<file path="config.mk">
export PLATFORM = sky130hd
export DESIGN_NAME = bcd_field_reg
export DESIGN_NICKNAME = d
export VERILOG_FILES = /design/src/rtl/bcd_field_reg.sv
export SDC_FILE = /design/constraint.sdc
export NUM_CORES = 1
export LEC_CHECK = 0
export BUFFER_PORTS_ARGS = -buffer_cell sky130_fd_sc_hd__buf_2
export CAP_MARGIN = 10
export CORE_ASPECT_RATIO = 1.75
export CORE_MARGIN = 2
export CORE_UTILIZATION = 30
export CTS_BUF_LIST = sky130_fd_sc_hd__clkbuf_8
export CTS_CLUSTER_DIAMETER = 50
export DETAILED_ROUTE_END_ITERATION = 6
export SYNTH_ARGS = -nofsm -noshare
export SYNTH_HDL_FRONTEND = slang
export SYNTH_SLANG_ARGS = --single-unit
</file>
<file path="constraint.sdc">
create_clock -name clk -period 1.79 [get_ports clk]
set_clock_uncertainty 0.05 [all_clocks]
set_input_delay 0.179 -clock clk [delete_from_list [all_inputs] [get_ports clk]]
set_output_delay 0.179 -clock clk [all_outputs]
set_load 0.02 [all_outputs]
</file>
<file path="src/rtl/bcd_field_reg.sv">
// bcd_field_reg: two-digit BCD time-field register with load, up/down count and wrap at MAX_VAL
// Ports:
//    clk                 rising-edge clock
//    reset               asynchronous active-low reset
//    set, new_tens/units load request and BCD digits to load
//    inc, dec            count-up / count-down enables
//    tens, units         current BCD digits
//    at_max              combinational, field == MAX_VAL
//    carry, borrow       one-cycle pulses after an up wrap / down wrap
//    set_err             one-cycle pulse after a rejected load
module bcd_field_reg #(
   parameter int MAX_VAL   = 59,
   parameter int RESET_VAL = 0
) (
   input  logic       clk,
   input  logic       reset,
   input  logic       set,
   input  logic [3:0] new_tens,
   input  logic [3:0] new_units,
   input  logic       inc,
   input  logic       dec,
   output logic [3:0] tens,
   output logic [3:0] units,
   output logic       at_max,
   output logic       carry,
   output logic       borrow,
   output logic       set_err
);
   localparam logic [3:0] MAX_T = 4'(MAX_VAL / 10);
   localparam logic [3:0] MAX_U = 4'(MAX_VAL % 10);
   localparam logic [3:0] RST_T = 4'(RESET_VAL / 10);
   localparam logic [3:0] RST_U = 4'(RESET_VAL % 10);
   logic       at_zero, set_ok;
   logic [3:0] nxt_t, nxt_u;
   logic       nxt_c, nxt_b, nxt_e;
   assign at_max  = tens == MAX_T && units == MAX_U;
   assign at_zero = tens == 4'd0 && units == 4'd0;
   // with both digits legal BCD, concatenated digits compare like the decimal value
   assign set_ok  = new_tens <= 4'd9 && new_units <= 4'd9 && {new_tens, new_units} <= {MAX_T, MAX_U};
   always_comb begin
      nxt_t = tens;
      nxt_u = units;
      nxt_c = 1'b0;
      nxt_b = 1'b0;
      nxt_e = 1'b0;
      if (set) begin
         if (set_ok) begin
            nxt_t = new_tens;
            nxt_u = new_units;
         end else begin
            nxt_e = 1'b1;
         end
      end else if (inc && !dec) begin
         if (at_max) begin
            nxt_t = 4'd0;
            nxt_u = 4'd0;
            nxt_c = 1'b1;
         end else if (units == 4'd9) begin
            nxt_u = 4'd0;
            nxt_t = tens + 4'd1;
         end else begin
            nxt_u = units + 4'd1;
         end
      end else if (dec && !inc) begin
         if (at_zero) begin
            nxt_t = MAX_T;
            nxt_u = MAX_U;
            nxt_b = 1'b1;
         end else if (units == 4'd0) begin
            nxt_u = 4'd9;
            nxt_t = tens - 4'd1;
         end else begin
            nxt_u = units - 4'd1;
         end
      end
   end
   always_ff @(posedge clk or negedge reset) begin
      if (!reset) begin
         tens    <= RST_T;
         units   <= RST_U;
         carry   <= 1'b0;
         borrow  <= 1'b0;
         set_err <= 1'b0;
      end else begin
         tens    <= nxt_t;
         units   <= nxt_u;
         carry   <= nxt_c;
         borrow  <= nxt_b;
         set_err <= nxt_e;
      end
   end
endmodule

</file>
==> results of run 1 <==
[what timing repair did]
| item | CTS | global route |
|---|---|---|
| resized for setup | 1 | 11 |
| hold buffers | 1 | 0 |
| buffers inserted | 0 | 0 |
| hold endpoints to repair | 11 | 0 |
| endpoints found under the setup margin | 1 | 3 |
[layout make-up]
| cell class | count | area, sq um | share of cell area [%] |
|---|---|---|---|
| Timing Repair Buffer | 37 | 223 | 16.5 |
| Clock buffer | 3 | 41.3 | 3.06 |
| Tap cell | 45 | 56.3 | 4.18 |
| Sequential cell | 11 | 277 | 20.5 |
| Multi-Input combinational cell | 86 | 716 | 53.1 |
| Inverter | 8 | 30.0 | 2.23 |
| Clock inverter | 1 | 5.00 | 0.371 |
[layout by cell type (no fill, tap or decap), drive strengths merged, types with 2 or more instances in the layout]
cell type,instances
a2111oi,2
a211oi,8
a21oi,5
a31oi,3
and2,2
and3,2
and4,3
buf,36
clkbuf,3
clkinv,2
dfrtp,11
ha,7
inv,7
mux2,3
mux2i,2
nand2,4
nand2b,3
nand3,3
nor2,4
nor2b,2
nor3,2
o211ai,2
o21ai,7
o221ai,2
o311ai,2
o31ai,2
[worst paths after layout]
check                      endpoint  cells past startpoint
setup / recovery             at_max                      5
hold / removal              set_err                      3
setup reg to reg            tens[3]                      6
hold reg to reg            units[1]                      2
max in group asynchronous  units[2]                      2
min in group asynchronous  units[3]                      2
[cell usage after synthesis, types with 3 or more instances]
cell and instances:
nand2_1 4, buf_2 3, dfrtp_1 11, a211oi_1 8, inv_1 7, nand2b_1 3, nor2_1 4, a31oi_1 3
nand3_1 3, ha_1 7, a21oi_1 3, o21ai_0 5
[cell families after synthesis]
kind of cell    Yosys count  synth area share (%)
compound gates           40                  29.7
simple gates             34                  22.8
buf+inv                  14                  6.94
flops                    11                  26.8
fa+ha+maj                 7                  8.53
mux                       5                  5.24
[registers in the layout, summed over array words and instances, names as in the netlist]
| name | cells |
|---|---|
| tens | 4 |
| units | 4 |
| borrow | 1 |
| carry | 1 |
| set_err | 1 |
[power by group]
| part | switching, mW | internal [mW] |
|---|---|---|
| Sequential | 0.0968 | 0.299 |
| Combinational | 0.389 | 0.320 |
| Clock | 0.105 | 0.153 |
| Total | 0.591 | 0.773 |
[per-layer routing]
metal / routed length (um) / up-vias / track usage (%)
met5: 0 / - / 0
met4: 61 / 0 / 7.57
met3: 145 / 6 / 2.86
met2: 1580 / 44 / 27.0
met1: 1220 / 505 / 21.2
li1: - / 505 / -
[worst max-delay path, stage by stage (launching register included)]
cell	delay (ns)
dfrtp_1	0.38
inv_1	0.17
ha_4	0.19
and2_2	0.20
and2_1	0.16
buf_4	0.14
==> reports/metrics.yaml, run 1 <==
routed_wl_mm: 3.01
r2r_start: "units[1]"
antenna_found_initial: 0
drtAntennaViolNets: 0
grt_usage_pct: 16.9
hp-class: "primary input to register"
routed_via_density: 5.55
synth_edf_count: 0
crit_path_end_kind: "primary output"
std_cell_rows: 28
ys_warn_count: 0
dr.pass1.iters: 4
syn-cell-area_sq_mm: 0.00103
final_net_count: 167
grt_pass1_vias: 1031
synth_seq_cells: 11
drive_gt1_share_pct: 42.5
slew_headroom_pct: 72.6
ys.flop_type: "dfrtp_1"
final_cells: 191
gr-total-overflow: 0
synthTopCellsByArea: "dfrtp_1 27%, ha_1 8.5%, a211oi_1 5.8%"
design_area_sq_mm: 0.00135
fmax_mhz: 581
async_flop_share_pct: 100
h-tree-depth: 1
period_share_pct: 96.1
cts_tree: "yes"
vias: 1060
dieWidth_um: 48.2
avgSynthCellArea_sq_um: 9.25
yosys.cell_types.count: 50
clk_pin_slew_ns: 0.06
fp.dieH_um: 81.4
criticalPathCategory: "register to primary output"
clkSinkCount: 11
crit_fanout: 6
clk_path_buf_depth: 2
r2r_slack_ns: 0.08
drt-initial-drc-count: 20
p_total_mw: 1.36
worst_slew_pin_slew_ns: 0.411
timing.hold.ws_ns: 0.174
worst_slack_ns: 0.0696
root_buffer: "clkbuf_8"
yosys.area.top_type_share_pct: 26.8
critPathLaunch: "units[1]"
start_util_pct: 30.9
drc: 0
required_ns: 1.56
ios: 25
n_antenna_cell: 0
ir_drop_uv: 377
dieArea_sq_mm: 0.00393
tns_ns: 0
setup_viol: 0
startpoint_type: "register"
p_leak_nw: 0.580
gp_congestion: 0.990
grt_max_degree: 15
core_sq_mm: 0.00333
dp_hpwl_mm: 2.36
fin_util_pct: 40.5
synth_largest_area_cell: "dfrtp_1"
pwr_density_cell_mw_per_mm2: 1010
worstPathArrival_ns: 1.49
numPortBuffers: 24
drv_cap: 0
seq_area_frac_synth_pct: 26.8
grt_pass1_wl_mm: 4.84
syn_nets: 131
clk_latency_ns: 0.24
postSynthCellCount: 111
status: "complete, no violations"
wire_per_inst_um: 15.8
slew_violations: 0
syn_to_final_growth_pct: 31.2
min_from: "set"
cts_buffers: 3
place_inst: 186
hold_viol: 0
placed_cell_area_sq_mm: 0.00125
min_period_ns: 1.72
fillCellCount: 336
pre_cts_ws_ns: 0.0480
Note: power is estimated with default switching activity, not from simulation.
==> inputs of run 2 (changes only) <==
CAP_MARGIN = 20   (was 10)
GPL_TIMING_DRIVEN = 0   (was unset)
==> run 2 against run 1 <==
Final cell count rose by 2.1%. Worst setup slack got worse by 0.012 ns. Cell area rose by 4.0%. Global-route usage fell by 0.72 points. Maximum frequency fell by 0.68%. Sequential share of layout area fell by 0.52 points. Sequential power fell by 3%. Combinational power rose by 12%. First-iteration DRC count rose by 60%. Critical path depth did not move. Total power rose by 5.4%. Critical endpoint unchanged. Highest routed layer unchanged.
==> reports/metrics.yaml, run 2 (synthesis gave the netlist of run 1 again) <==
grt_usage_pct: 16.2  # -0.72 points
period_share_pct: 96.8  # +0.66 points
final_cell_mix: "26 x buf_2, 12 x buf_4, 7 x a211oi_1, 7 x dfrtp_1"
timing.hold.ws_ns: 0.184  # +0.00982 ns
fmax_mhz: 577  # -0.68%
root_buffer: "clkbuf_8"
startpoint_type: "register"
n_antenna_cell: 0  # unchanged
fp.dieH_um: 81.4  # unchanged
grt_max_degree: 12  # -3
grt_pass1_vias: 985  # -4.5%
drc: 0  # unchanged
layout_commonest_cell: "buf_2"
dp_hpwl_mm: 2.22  # -6.1%
pwr_density_cell_mw_per_mm2: 1030  # +1.3%
switching_share_pct: 42.6  # -0.70 points
gr-total-overflow: 0  # unchanged
largest_registers: "tens: 4 flops, units: 4 flops"
min_period_ns: 1.73  # +0.0118 ns
hold_viol: 0  # unchanged
worst_slew_pin_slew_ns: 0.386  # -0.0248 ns
dieArea_sq_mm: 0.00393  # unchanged
p_sw_uw: 613  # +3.7%
clk_path_buf_depth: 2  # unchanged
core_sq_mm: 0.00333  # unchanged
slew_violations: 0  # unchanged
antenna_found_initial: 0  # unchanged
combPwrFrac_pct: 55.3  # +3.3 points
slew_headroom_pct: 74.1  # +1.5 points
gp_congestion: 0.916  # -7.4%
hp-class: "primary input to register"
h-tree-depth: 1  # unchanged
setup_viol: 0  # unchanged
wire_per_inst_um: 15.3  # -3.1%
dr.pass1.iters: 4  # unchanged
std_cell_rows: 28  # unchanged
vias: 1068  # +0.75%
required_ns: 1.56  # about the same
min_path_cells: 3  # unchanged
crit_fanout: 7  # +1
pwr-share-seq_pct: 26.8  # -2.2 points
clk_latency_ns: 0.24  # about the same
rsz0062_at_grt: "yes"
clk_pin_slew_ns: 0.05  # about the same
ir_drop_uv: 299  # -21%
worstPathArrival_ns: 1.50  # about the same
routed_via_density: 5.48  # -1.3%
crit_path_end_kind: "primary output"
grt_pass1_wl_mm: 4.55  # -6.0%
syn_to_final_growth_pct: 36.4
dieWidth_um: 48.2  # unchanged
p_total_mw: 1.44  # +5.4%
start_util_pct: 30.9  # unchanged
power_frac_clock_pct: 17.9  # -1.1 points
final_net_count: 171  # +2.4%
p_leak_nw: 0.597  # +2.9%
drive_gt1_share_pct: 47.3  # +4.9 points
ios: 25  # unchanged
drv_cap: 0  # unchanged
cts_buffers: 3  # unchanged
fillCellCount: 335  # -0.30%
clkSinkCount: 11  # unchanged
cts_tree: "yes"
place_inst: 180  # -3.2%
rr_worst_depth: 6  # unchanged
final_cells: 195  # +2.1%
drtAntennaViolNets: 0  # unchanged
drt-initial-drc-count: 32  # +60%
routed_wl_mm: 2.98  # -1.1%
criticalPathCategory: "register to primary output"
p_int_uw: 825  # +6.7%
status: "complete, no violations"
numPortBuffers: 24  # unchanged
[run 2: power by group through the flow]
| stage | sequential [mW] | clock (mW) | combinational, mW |
|---|---|---|---|
| after global routing | 0.397 | 0.279 | 0.864 |
| after global placement | 0.399 | 0 | 0.603 |
| final | 0.386 | 0.257 | 0.795 |
| after floorplan | 0.441 | 0 | 0.384 |
| after CTS | 0.406 | 0.255 | 0.643 |
| after detailed placement | 0.403 | 0 | 0.618 |
[run 2: layout make-up]
type / count / area, sq um / area share, %
buffer: 5 / 37.5 / 2.68
multi-input combinational: 86 / 733 / 52.3
sequential: 11 / 280 / 20.0
clock inverter: 1 / 5.00 / 0.357
timing repair buffer: 36 / 215 / 15.4
clock buffer: 3 / 41.3 / 2.95
tap: 45 / 56.3 / 4.02
inverter: 8 / 32.5 / 2.32
[run 2: timing repair]
action,4_1_cts,5_1_grt
endpoints found under the hold margin,11,0
pin swaps,0,5
endpoints found under the setup margin,7,5
hold buffers,1,0
resized for setup,9,11
buffers inserted,1,10
cloned,0,0
[run 2: final timing paths]
kind	from	endpoint	slack, ns
setup / recovery	units[0]	at_max	0.06
hold / removal	new_tens[0]	tens[0]	0.18
setup reg to reg	units[0]	tens[3]	0.06
hold reg to reg	units[1]	units[1]	0.55
max in group asynchronous	reset	tens[1]	1.18
min in group asynchronous	reset	units[3]	0.28
[run 2: worst max-delay path, cell delays in order, from the launching register on]
cell and delay [ns]:
dfrtp_2 0.44, buf_4 0.16, ha_4 0.17, and2_4 0.19, and2_4 0.14, buf_4 0.15
[run 2: through the flow]
stage | util [%] | setup WS, ns | setup TNS, ns | area, sq um
2_1_floorplan | - | 0.0255 | 0 | 1030
3_3_place_gp | 36.2 | -0.147 | -0.269 | 1200
3_5_place_dp | 36.2 | -0.209 | -0.583 | 1200
4_1_cts | 38.6 | 0.000615 | 0 | 1280
5_1_grt | 42.1 | -0.0181 | -0.0181 | 1400
6_report | 42.1 | 0.0578 | 0 | 1400
[run 2: routing by layer]
metal  track usage, %  wire length [um]  vias up
met2             26.7              1550       54
met4             8.38               111        0
met1             17.9              1120      492
li1                 -                 -      511
met5                0                 0        -
met3             4.18               200       11
